<file path="src/rtl/stopwatch_pkg.sv">
// Shared constants for the stopwatch display path.
// Segment patterns are active-high, bit order {g,f,e,d,c,b,a}.
package stopwatch_pkg;

  localparam int NUM_DIGITS = 6;

  localparam logic [6:0] SEG_0 = 7'b0111111;
  localparam logic [6:0] SEG_1 = 7'b0000110;
  localparam logic [6:0] SEG_2 = 7'b1011011;
  localparam logic [6:0] SEG_3 = 7'b1001111;
  localparam logic [6:0] SEG_4 = 7'b1100110;
  localparam logic [6:0] SEG_5 = 7'b1101101;
  localparam logic [6:0] SEG_6 = 7'b1111101;
  localparam logic [6:0] SEG_7 = 7'b0000111;
  localparam logic [6:0] SEG_8 = 7'b1111111;
  localparam logic [6:0] SEG_9 = 7'b1101111;

  localparam logic [2:0] SLOT_CS = 3'd0;
  localparam logic [2:0] SLOT_DS = 3'd1;
  localparam logic [2:0] SLOT_SU = 3'd2;
  localparam logic [2:0] SLOT_ST = 3'd3;
  localparam logic [2:0] SLOT_MU = 3'd4;
  localparam logic [2:0] SLOT_MT = 3'd5;

  localparam logic [5:0] DP_MASK = 6'b010100;

endpackage

</file>
<file path="src/rtl/stopwatch_display_scan_seg7_decode.sv">
// BCD to 7-segment decoder, active-high outputs.
// Codes 10..15 fall back to the '0' pattern.
module seg7_decode
  import stopwatch_pkg::*;
(
  input  logic [3:0] digit,
  output logic [6:0] seg
);

  always_comb begin
    seg = SEG_0;
    case (digit)
      4'd0:    seg = SEG_0;
      4'd1:    seg = SEG_1;
      4'd2:    seg = SEG_2;
      4'd3:    seg = SEG_3;
      4'd4:    seg = SEG_4;
      4'd5:    seg = SEG_5;
      4'd6:    seg = SEG_6;
      4'd7:    seg = SEG_7;
      4'd8:    seg = SEG_8;
      4'd9:    seg = SEG_9;
      default: seg = SEG_0;
    endcase
  end

endmodule

</file>
<file path="src/rtl/stopwatch_display_scan.sv">
// Six-digit multiplexed 7-segment scan with frame snapshot and freeze.
// Optional STOPWATCH_LEADING_ZERO_BLANK_EN blanks leading minute zeros.
module stopwatch_display_scan
  import stopwatch_pkg::*;
#(
  parameter int SCAN_DIV       = 50_000,
  parameter bit SEG_ACTIVE_LOW = 1'b1,
  parameter bit AN_ACTIVE_LOW  = 1'b1
) (
  input  logic       clk,
  input  logic       hard_reset,
  input  logic [3:0] d,
  input  logic [3:0] e,
  input  logic [3:0] f,
  input  logic [3:0] g,
  input  logic [3:0] h,
  input  logic [3:0] i,
  input  logic       freeze,
  output logic [6:0] seg,
  output logic       dp,
  output logic [5:0] an
);

  localparam int PW = $clog2(SCAN_DIV);

  logic [PW-1:0] presc;
  logic [2:0]    idx;
  logic [NUM_DIGITS-1:0][3:0] snap;
  logic          tick;
  logic [3:0]    digit;
  logic [6:0]    seg_dec;
  logic          blank;
  logic          lit;
  logic [6:0]    seg_r;
  logic          dp_r;
  logic [5:0]    an_r;

  assign tick = (presc == PW'(SCAN_DIV - 1));

  always_comb begin
    digit = 4'd0;
    case (idx)
      SLOT_CS: digit = snap[0];
      SLOT_DS: digit = snap[1];
      SLOT_SU: digit = snap[2];
      SLOT_ST: digit = snap[3];
      SLOT_MU: digit = snap[4];
      SLOT_MT: digit = snap[5];
      default: digit = 4'd0;
    endcase
  end

  seg7_decode u_dec (
    .digit (digit),
    .seg   (seg_dec)
  );

`ifdef STOPWATCH_LEADING_ZERO_BLANK_EN
  assign blank = ((idx == SLOT_MT) && (snap[5] == 4'd0))
              || ((idx == SLOT_MU) && (snap[5] == 4'd0)
                  && (snap[4] == 4'd0));
`else
  assign blank = 1'b0;
`endif

  assign lit = ~blank;

  always_ff @(posedge clk or negedge hard_reset) begin
    if (!hard_reset) begin
      presc <= '0;
      idx   <= SLOT_CS;
      snap  <= '0;
      seg_r <= '0;
      dp_r  <= 1'b0;
      an_r  <= '0;
    end else begin
      presc <= tick ? '0 : presc + PW'(1);
      if (tick)
        idx <= (idx == SLOT_MT) ? SLOT_CS : idx + 3'd1;
      // Load at the frame boundary so all six digits agree.
      if (tick && (idx == SLOT_MT) && !freeze)
        snap <= {i, h, g, f, e, d};
      seg_r <= lit ? seg_dec : 7'd0;
      dp_r  <= lit & DP_MASK[idx];
      an_r  <= lit ? (6'd1 << idx) : 6'd0;
    end
  end

  assign seg = SEG_ACTIVE_LOW ? ~seg_r : seg_r;
  assign dp  = SEG_ACTIVE_LOW ? ~dp_r  : dp_r;
  assign an  = AN_ACTIVE_LOW  ? ~an_r  : an_r;

endmodule

</file>
<file path="config.mk">
export PLATFORM = sky130hd
export DESIGN_NAME = stopwatch_display_scan
export DESIGN_NICKNAME = d
export VERILOG_FILES = /design/src/rtl/stopwatch_pkg.sv /design/src/rtl/stopwatch_display_scan_seg7_decode.sv /design/src/rtl/stopwatch_display_scan.sv
export SDC_FILE = /design/constraint.sdc
export NUM_CORES = 1
export LEC_CHECK = 0
export BUFFER_PORTS_ARGS = -buffer_cell sky130_fd_sc_hd__buf_2
export CAP_MARGIN = 20
export CORE_MARGIN = 2
export CORE_UTILIZATION = 51
export DETAILED_ROUTE_END_ITERATION = 10
export PLACE_DENSITY = 0.76
export REMOVE_ABC_BUFFERS = 1
export SKIP_LAST_GASP = 1
export SLEW_MARGIN = 20
export SYNTH_ARGS = -nofsm -noshare
export SYNTH_HDL_FRONTEND = slang
export SYNTH_SLANG_ARGS = --single-unit
</file>
<file path="constraint.sdc">
create_clock -name clk -period 2.4 [get_ports clk]
set_input_delay 0.12 -clock clk [delete_from_list [all_inputs] [get_ports clk]]
set_output_delay 0.12 -clock clk [all_outputs]
set_load 0.02 [all_outputs]
</file>
# Word level (Yosys, flattened, before mapping)
# Memory sizes are Yosys's and may differ from the RTL's. A register that Yosys moved wholly into a read port is not among the register bits.
# Cells that the tools add are included.
dict set report word_totals {
  ff_bits 49
  latch_bits 0
  ram_bits 0
  rom_bits 120
  inputBits 27
  output_inout_bits 14
  word_cells 32
  n_memories 2
}
dict set report op_classes {
  n_addsub 2
  mul 0
  div 0
  magnitude_cmp 0
  n_eq_ne 6
  n_shift 1
  n_mux 3
  n_bitwise 3
  n_reduce_logical 6
}
# memory depth width read_ports rd_ports_with_merged_regs wr line
set memory_table {}
lappend memory_table {{(no name shown)} 16 7 1 1 0 stopwatch_display_scan_seg7_decode.sv:12} ;# case (digit)
lappend memory_table {{(no name shown)} 8 1 1 1 0 stopwatch_display_scan.sv:84} ;# dp_r <= lit & DP_MASK[idx];
# operator count
set op_table {}
lappend op_table {{4-bit one-hot mux with 6 select lines} 1}
lappend op_table {{16-bit by 1-bit adder with 16-bit output (second input constant)} 1}
lappend op_table {{16-bit == test (second input constant)} 1}
lappend op_table {{16-bit two-way mux} 1}
lappend op_table {{7-bit inverter} 1}
lappend op_table {{3-bit by 2-bit == test with 1-bit output (second input constant)} 2}
lappend op_table {{3-bit == test (second input constant)} 2}
lappend op_table {{6-bit inverter} 1}
lappend op_table {{1-bit by 3-bit << shifter with 6-bit output (first input constant)} 1}
lappend op_table {{3-bit by 1-bit adder with 3-bit output (second input constant)} 1}
lappend op_table {{3-bit by 1-bit == test with 1-bit output (second input constant)} 1}
lappend op_table {{1-bit zero test} 3}
lappend op_table {{3-bit zero test} 1}
lappend op_table {{3-bit two-way mux} 1}
lappend op_table {{1-bit logical AND} 2}
lappend op_table {{1-bit inverter} 1}

# Longest topological paths before layout
# Gate-level depths: netlist of run 1.
dict set report logic_depth {
  depth_word 3
  ltp_mapped 11
  ltp_nobuf 9
}

# By module
# From an unflattened synthesis of run 1, not the netlist that was laid out.
dict set report unflattened {
  hier_cells 228
  hier_area_um2 2753.9
}
# mod instances cells_each area_each_um2
set by_module_without_submodules {}
lappend by_module_without_submodules {stopwatch_display_scan 1 204 2566.2}
lappend by_module_without_submodules {seg7_decode 1 24 187.7}

# Least setup slack after synthesis of run 1
# Ideal clock, no wire load.
dict set report synth_timing {
  kind {register to register}
  startpoint {reg idx[0]}
  endpoint {reg seg_r[4]}
  arrival_time_ns 2.244
  required_time_ns 2.264
  path_slack_ns 0.020
  path_stages_with_launch 11
  n_path_buf 2
  synth_period_minus_slack_ns 2.380
  cell_sequence {dfrtp_1 buf_2 clkbuf_1 and2_1 ha_1 a221o_1 o21ai_1 inv_1 ha_1 nor4_1 a211oi_1}
}
dict set report synth_via {
  elab_chain_cells 2
  word_cells_on_any_way 7
  cone_classes {eq/ne (5); mux (1); reduce/logical (1)}
}
# element line
set synth_lines {}
lappend synth_lines {{start: declaration} stopwatch_display_scan.sv:27} ;# logic [2:0] idx;
lappend synth_lines {{start signal: assignment} stopwatch_display_scan.sv:79} ;# idx <= (idx == SLOT_MT) ? SLOT_CS : idx + 3'd1;
lappend synth_lines {{3-bit == test, or another cell as far along} stopwatch_display_scan.sv:42} ;# case (idx)
lappend synth_lines {{4-bit one-hot mux with 6 select lines (*)} stopwatch_display_scan.sv:42}
lappend synth_lines {{end: declaration} stopwatch_display_scan.sv:34} ;# logic [6:0] seg_r;
# Every way passes the cells marked *; elsewhere a longest branch is shown, timed or not.
# A chain may end at the register's enable or synchronous reset.

# Final worst setup path of run 1
dict set report layout_timing {
  startpoint {reg idx[2]}
  endpoint {reg seg_r[6]}
}
# Same word-level chain as after synthesis.

==> flow_metrics.py, run 1 <==
metrics = {
    "outcome": {
        "status": "finished, final reports clean",
    },
    "synthesis": {
        "async_flop_share_pct": 100,
        "synth_ff_type": "dfrtp_1",
        "netlist_area_mm2": 0.00281,
        "avgSynthCellArea_um2": 11.8,
        "synth_top_area_share_pct": 50.8,
        "yosysTopAreaCell": "dfrtp_1",
        "yosys-top-cells-count": "dfrtp_1 (57), inv_1 (24), nor2_1 (21)",
        "synthTopCellsByArea": "dfrtp_1 (51%), mux2_4 (11%), ha_1 (4.0%)",
        "ys_seq_area_share_pct": 50.8,
        "ys_types": 40,
        "yosysMostFrequentCell": "dfrtp_1",
        "synth-seq-cells": 57,
        "synth_warnings": 0,
        "synth_edf_count": 0,
        "syn_inst": 237,
    },
    "floorplanning": {
        "die_h_um": 78.2,
        "fp-row-count": 27,
        "core-area_mm2": 0.00541,
        "die_area_mm2": 0.00611,
        "die-width_um": 78.2,
        "ioPinCount": 41,
        "start_util_pct": 51.9,
    },
    "power_and_ir_drop": {
        "irDropWorstVdd_mv": 0.406,
        "total_power_w": 0.00185,
        "leakage_nw": 1.74,
        "powerDensity_mw_per_mm2": 560,
    },
    "worst_hold_path": {
        "hold_path.class": "in -> reg",
        "whs_path_depth": 2,
    },
    "cts": {
        "cts-root-buf": "clkbuf_8",
        "clock_sinks": 57,
        "cts_setup_buffers": 0,
        "h-tree-depth": 3,
        "clock_latency_ns": 0.33,
        "clk_pin_slew_ns": 0.06,
        "cts_buffers": 9,
        "clockBufferDepth": 2,
        "cts_tree": "yes",
    },
    "worst_setup_path": {
        "cp_slowest_stage_delay_ns": 0.44,
        "cp-start-kind": "flop",
        "cp_data_required_time_ns": 2.66,
        "cp-end-kind": "flop",
        "critPathMaxFanout": 8,
        "crit_family": "compound AO/OA/AOI/OAI gates",
        "r2r_cells": 8,
        "cp_num_cells": 8,
        "worstPathArrival_ns": 2.45,
        "cp_slowest_cell": "dfrtp_2",
        "worstSetupPathType": "reg -> reg",
        "cp_cell_sequence": "inv_1 > ha_1 > a221o_1 > o21ai_4 > inv_1 > ha_1 > nor4_1 > a211o_1",
        "path_buf_inv": 2,
    },
    "finish": {
        "fin_nets": 324,
        "diodes": 0,
        "fin_area_mm2": 0.00331,
        "drive_gt1_share_pct": 32.8,
        "syn2layout_area_growth_pct": 18.0,
    },
    "detailed_routing": {
        "vias_per_cell": 5.02,
        "wl_um": 4750,
        "ant_nets": 0,
        "first_pass_iters": 4,
        "avgRoutedWirePerCell_um": 13.0,
        "num_vias": 1833,
        "drc": 0,
        "drtIter0Drc": 146,
    },
    "placement": {
        "io_buffers": 40,
        "hpwlAfterDp_um": 3470,
        "routabilityCongestion": 0.818,
        "place_ws_ns": -0.00980,
        "place_area_mm2": 0.00310,
    },
    "timing": {
        "setup_viol": 0,
        "rsz0062_at_grt": "no",
        "slew_viol_final": 0,
        "fin_setup_tns_ns": 0,
        "post-route-min-period_ns": 2.19,
        "fin_crit_sh_pct": 91.2,
        "final_hold_viol_count": 0,
        "max_slew_margin_pct": 71.9,
        "worst_slew_pin_slew_ns": 0.419,
        "skew_ns": 0.00870,
        "max_freq_mhz": 457,
        "worst_slack_ns": 0.212,
    },
    "grt": {
        "grt_util_all_layers_pct": 17.3,
        "overflow": 0,
        "antenna_found_initial": 0,
        "grt_pass1_wl_um": 8160,
        "grt_pass1_vias": 1779,
        "grt_max_degree": 33,
    },
    "run": {
        "cap_viol_max_count": 0,
    },
}
[final timing paths]
| path | from | end | slack, ns |
|---|---|---|---|
| min reg2reg | presc[0]$_DFF_PN0_ | presc[0]$_DFF_PN0_ | 0.49 |
| max reg2reg | idx[2]$_DFFE_PN0N_ | seg_r[6]$_DFF_PN0_ | 0.21 |
| min | f[0] | snap[8]$_DFFE_PN0P_ | 0.02 |
| max in group asynchronous | hard_reset | seg_r[3]$_DFF_PN0_ | 1.76 |
| min in group asynchronous | hard_reset | snap[23]$_DFFE_PN0P_ | 0.32 |
| max | idx[2]$_DFFE_PN0N_ | seg_r[6]$_DFF_PN0_ | 0.21 |
[worst register-to-register path, cell delays in order (launching register included)]
cell	delay, ns
dfrtp_2	0.44
inv_1	0.12
ha_1	0.26
a221o_1	0.36
o21ai_4	0.20
inv_1	0.12
ha_1	0.21
nor4_1	0.27
a211o_1	0.14
[metrics by stage]
step	util, %	std cells	hold WS [ns]
2_1_floorplan	-	228	-0.176
3_3_place_gp	57.4	348	0.134
3_5_place_dp	57.4	348	0.131
4_1_cts	61.1	365	0.0104
5_1_grt	61.3	365	0.00932
6_report	61.3	365	0.0210
[kinds of logic (layout without fill, tap and decap cells)]
family                     Yosys count  after routing  synth area share, %
and+or+nand+nor                     76             76                 15.3
DFF                                 57             57                 50.8
buffers and inverters               33             89                 5.21
muxes                               32             32                 15.4
AOI/OAI and AO/OA                   15             15                 4.63
xor gates and xnor gates            15             15                 4.68
adders and majority gates            9              9                 4.01
[flip-flops by register name (all words and copies together) (netlist names)]
signal and count:
idx 3, an_r 6, dp_r 1, seg_r 7, snap 24, presc 16
[report_power, final]
group	leakage (nW)	total, W	internal [W]	switching (W)
logic	0.899	0.0000421	0.0000186	0.0000235
clock network	0.0974	0.000851	0.000505	0.000346
registers	0.744	0.000961	0.000961	0
total	1.74	0.00185	0.00149	0.000369
[cell usage in the layout (no fill, tap or decap), types with 4 or more instances in the layout]
cell and n:
buf_2 40, buf_4 8, clkbuf_8 10, dfrtp_1 56, ha_1 9, inv_1 24, mux2_2 9, mux2_4 20
nand2_1 10, nand3_1 6, nand3b_1 8, nor2_1 21, nor2b_1 4, nor3_1 5, nor4_1 4, xnor2_1 9
xor2_1 6
[what timing repair did]
item / 4_1_cts / 5_1_grt
gates cloned: 0 / 0
hold buffers: 1 / 0
setup endpoints to repair: 2 / 3
resized for setup: 1 / 2
endpoints found under the hold margin: 57 / 0
[metal layers]
metal / GRT usage (%) / wire length (um) / vias to the layer above
met5: 0 / 0 / -
met4: 7.89 / 89 / 0
met3: 4.02 / 228 / 10
met2: 25.8 / 2160 / 53
met1: 24.2 / 2270 / 865
li1: - / - / 905
[layout make-up]
class,instances,area (um2)
clock buffer,13,149
tap,72,90.1
fill,454,2090
clock inverter,3,40.0
timing repair buffer,49,270
multi-input combinational,147,1250
inverter,24,90.1
sequential,57,1430
Power figures use the tool's default switching activity.
==> run 2: changes to the inputs <==
ABC_AREA = 1   (was unset)
BUFFER_PORTS_ARGS = unset   (was -buffer_cell sky130_fd_sc_hd__buf_2)
CORE_UTILIZATION = 57   (was 51)
DONT_BUFFER_PORTS = 1   (was unset)
==> run 2 against run 1 <==
  * First-iteration DRC count is 40% higher
  * Clock skew is 0.00068 ns lower
  * Highest routed layer unchanged
  * Sequential cell count stayed put
  * Critical path depth is 4 higher
  * Combinational power is 35% higher
  * Area after synthesis is 1.7% higher
==> flow_metrics.py, run 2 <==
metrics = {
    "cts": {
        "cts_setup_buffers": 0,
        "clk_pin_slew_ns": 0.06,
        "clock_latency_ns": 0.33,
        "cts-root-buf": "clkbuf_8",
        "cts_tree": "yes",
        "clockBufferDepth": 2,
        "clock_sinks": 57,
        "h-tree-depth": 3,
        "cts_buffers": 9,
    },
    "outcome": {
        "status": "finished, final reports clean",
    },
    "synthesis": {
        "syn_inst": 350,
        "yosysTopAreaCell": "dfrtp_1",
        "synthTopCellsByArea": "dfrtp_1 (50%), nand2_1 (14%), nand3_1 (7.5%)",
        "yosys-top-cells-count": "nand2_1 (104), dfrtp_1 (57), nand3_1 (43)",
        "yosysMostFrequentCell": "nand2_1",
        "netlist_area_mm2": 0.00286,
        "synth_edf_count": 0,
        "synth-seq-cells": 57,
        "synth_ff_type": "dfrtp_1",
        "synth_top_area_share_pct": 50.0,
        "ys_seq_area_share_pct": 50.0,
        "async_flop_share_pct": 100,
        "avgSynthCellArea_um2": 8.16,
        "synth_warnings": 0,
        "ys_types": 28,
    },
    "floorplanning": {
        "die_area_mm2": 0.00559,
        "die-width_um": 74.8,
        "die_h_um": 74.8,
        "start_util_pct": 59.7,
        "core-area_mm2": 0.00479,
        "fp-row-count": 25,
        "ioPinCount": 41,
    },
    "run": {
        "cap_viol_max_count": 0,
    },
    "finish": {
        "syn2layout_area_growth_pct": 17.2,
        "layout.cells.most_common": "nand2_1",
        "drive_gt1_share_pct": 8.27,
        "diodes": 0,
        "final_cell_mix": "nand2_1 (104), dfrtp_1 (56), nand3_1 (43), inv_1 (40), nor2_1 (34)",
        "largest_registers": "snap x24, presc x16, seg_r x7",
        "fin_nets": 419,
        "regMostFlops": "snap",
        "largest_reg_flops": 24,
    },
    "worst_setup_path": {
        "cp-start-kind": "flop",
        "worstPathArrival_ns": 2.34,
        "r2r_slack_ns": 0.27,
        "cp_data_required_time_ns": 2.61,
        "cp-end-kind": "flop",
        "worst_r2r_endpoint": "seg_r[1]$_DFF_PN0_",
        "critPathMaxFanout": 11,
        "r2r_cells": 12,
        "worstSetupPathType": "reg -> reg",
        "timing.rr.start": "idx[1]$_DFFE_PN0N_",
    },
    "timing": {
        "fin_crit_sh_pct": 88.7,
        "setup_viol": 0,
        "worst_slew_pin_slew_ns": 0.417,
        "rsz0062_at_grt": "no",
        "final_hold_viol_count": 0,
        "post-route-min-period_ns": 2.13,
        "max_freq_mhz": 470,
        "slew_viol_final": 0,
        "fin_setup_tns_ns": 0,
        "max_slew_margin_pct": 72.1,
        "skew_ns": 0.00801,
    },
    "power_and_ir_drop": {
        "p_sw_w": 0.000375,
        "power.clock.fraction_pct": 42.4,
        "leakage_nw": 1.79,
        "irDropWorstVdd_mv": 0.381,
        "switching_share_pct": 21.2,
        "total_power_w": 0.00177,
        "combPwrFrac_pct": 3.2,
        "p_int_w": 0.00139,
        "powerDensity_mw_per_mm2": 528,
        "p_seq_share_pct": 54.4,
    },
    "detailed_routing": {
        "drc": 0,
        "first_pass_iters": 4,
        "wl_um": 5840,
        "ant_nets": 0,
        "vias_per_cell": 5.07,
        "drtIter0Drc": 204,
        "num_vias": 2304,
        "avgRoutedWirePerCell_um": 12.9,
    },
    "placement": {
        "hpwlAfterDp_um": 3700,
        "io_buffers": 0,
        "routabilityCongestion": 0.846,
    },
    "worst_hold_path": {
        "worstHoldStart": "freeze",
        "hold_path.class": "in -> reg",
        "whs_path_depth": 4,
        "hold_path_end": "snap[15]$_DFFE_PN0P_",
    },
    "grt": {
        "grt_pass1_wl_um": 9950,
        "antenna_found_initial": 0,
        "overflow": 0,
        "grt_util_all_layers_pct": 23.9,
        "grt_pass1_vias": 2260,
        "grt_max_degree": 58,
    },
}
==> run 2: cell types whose count changed in the layout (fill, tap and decap cells not counted), moves of 9 or more <==
cell / delta
buf_2: -40
dlygate4sd3_1: +27
inv_1: +16
mux2_2: -9
mux2_4: -20
nand2_1: +94
nand3_1: +37
nor2_1: +13
xnor2_1: -9
==> run 2: metal layers <==
layer	up-vias	share of wire (%)	track usage [%]
li1	1169	-	-
met2	56	49	40.0
met5	-	0	0
met1	1070	46	30.1
met4	0	1.3	7.94
met3	9	3.8	6.56
==> run 2: power by group through the flow <==
stage,clock network (W),registers [W],logic [W]
finish,0.000750,0.000961,0.0000568
global route,0.000806,0.000960,0.0000623
CTS,0.000758,0.000961,0.0000572
detailed placement,0,0.000979,0.000000265
global placement,0,0.000979,0.000000265
floorplan,0,0.000979,0.000000265
==> run 2: logic make-up (layout without fill, tap and decap cells) <==
group           Yosys count  after routing  synth area share, %
simple gates            211            211                 32.7
flops                    57             57                 50.0
buf+inv                  55             92                 8.76
compound gates           11             11                 2.50
fa+ha+maj                 9              9                 3.94
xor+xnor                  7              7                 2.15
==> run 2: worst max path at each step <==
stage / from / end / slack [ns] / cells past startpoint
3_3_place_gp: idx[0]$_DFFE_PN0N_ / seg_r[4]$_DFF_PN0_ / 0.35 / 10
5_1_grt: idx[1]$_DFFE_PN0N_ / seg_r[6]$_DFF_PN0_ / 0.01 / 12
2_1_floorplan: idx[2]$_DFFE_PN0N_ / seg_r[4]$_DFF_PN0_ / 0.43 / 9
4_1_cts: idx[0]$_DFFE_PN0N_ / seg_r[6]$_DFF_PN0_ / 0.22 / 12
6_report: idx[1]$_DFFE_PN0N_ / seg_r[1]$_DFF_PN0_ / 0.27 / 12
3_5_place_dp: idx[0]$_DFFE_PN0N_ / seg_r[6]$_DFF_PN0_ / 0.24 / 12
==> run 2: metrics by stage <==
stage | worst slack, ns | hold slack [ns] | utilization [%] | cell area (um2) | std cells
floorplan | 0.434 | -0.176 | - | 2780 | 340
global placement | 0.350 | -0.174 | 60.2 | 2880 | 410
detailed placement | 0.238 | -0.174 | 60.2 | 2880 | 410
CTS | 0.219 | 0.195 | 69.9 | 3350 | 454
global route | 0.0128 | 0.226 | 69.9 | 3350 | 454
finish | 0.271 | 0.209 | 69.9 | 3350 | 454
==> run 2: worst max-delay path: stages (launching register included) <==
cell	delay [ns]
dfrtp_1	0.50
nand2_1	0.11
inv_1	0.06
ha_1	0.24
nand2_1	0.08
nand2_1	0.05
nor2_1	0.12
nand2_1	0.09
nand2_1	0.16
inv_1	0.10
ha_1	0.32
nor2_1	0.11
nand2_1	0.07
==> run 2: repair_timing <==
action	4_1_cts	5_1_grt
gates resized for setup	0	1
hold buffers	29	0
endpoints found under the hold margin	81	0
setup endpoints to repair	0	1
==> run 2: cell type report <==
type                    count  area [um2]
flip-flops and latches     57        1430
well taps                  67        83.8
multi-input cells         238        1180
fillers                   379        1440
clock buffers              15         156
repair buffers             32         330
inverters                  45         170
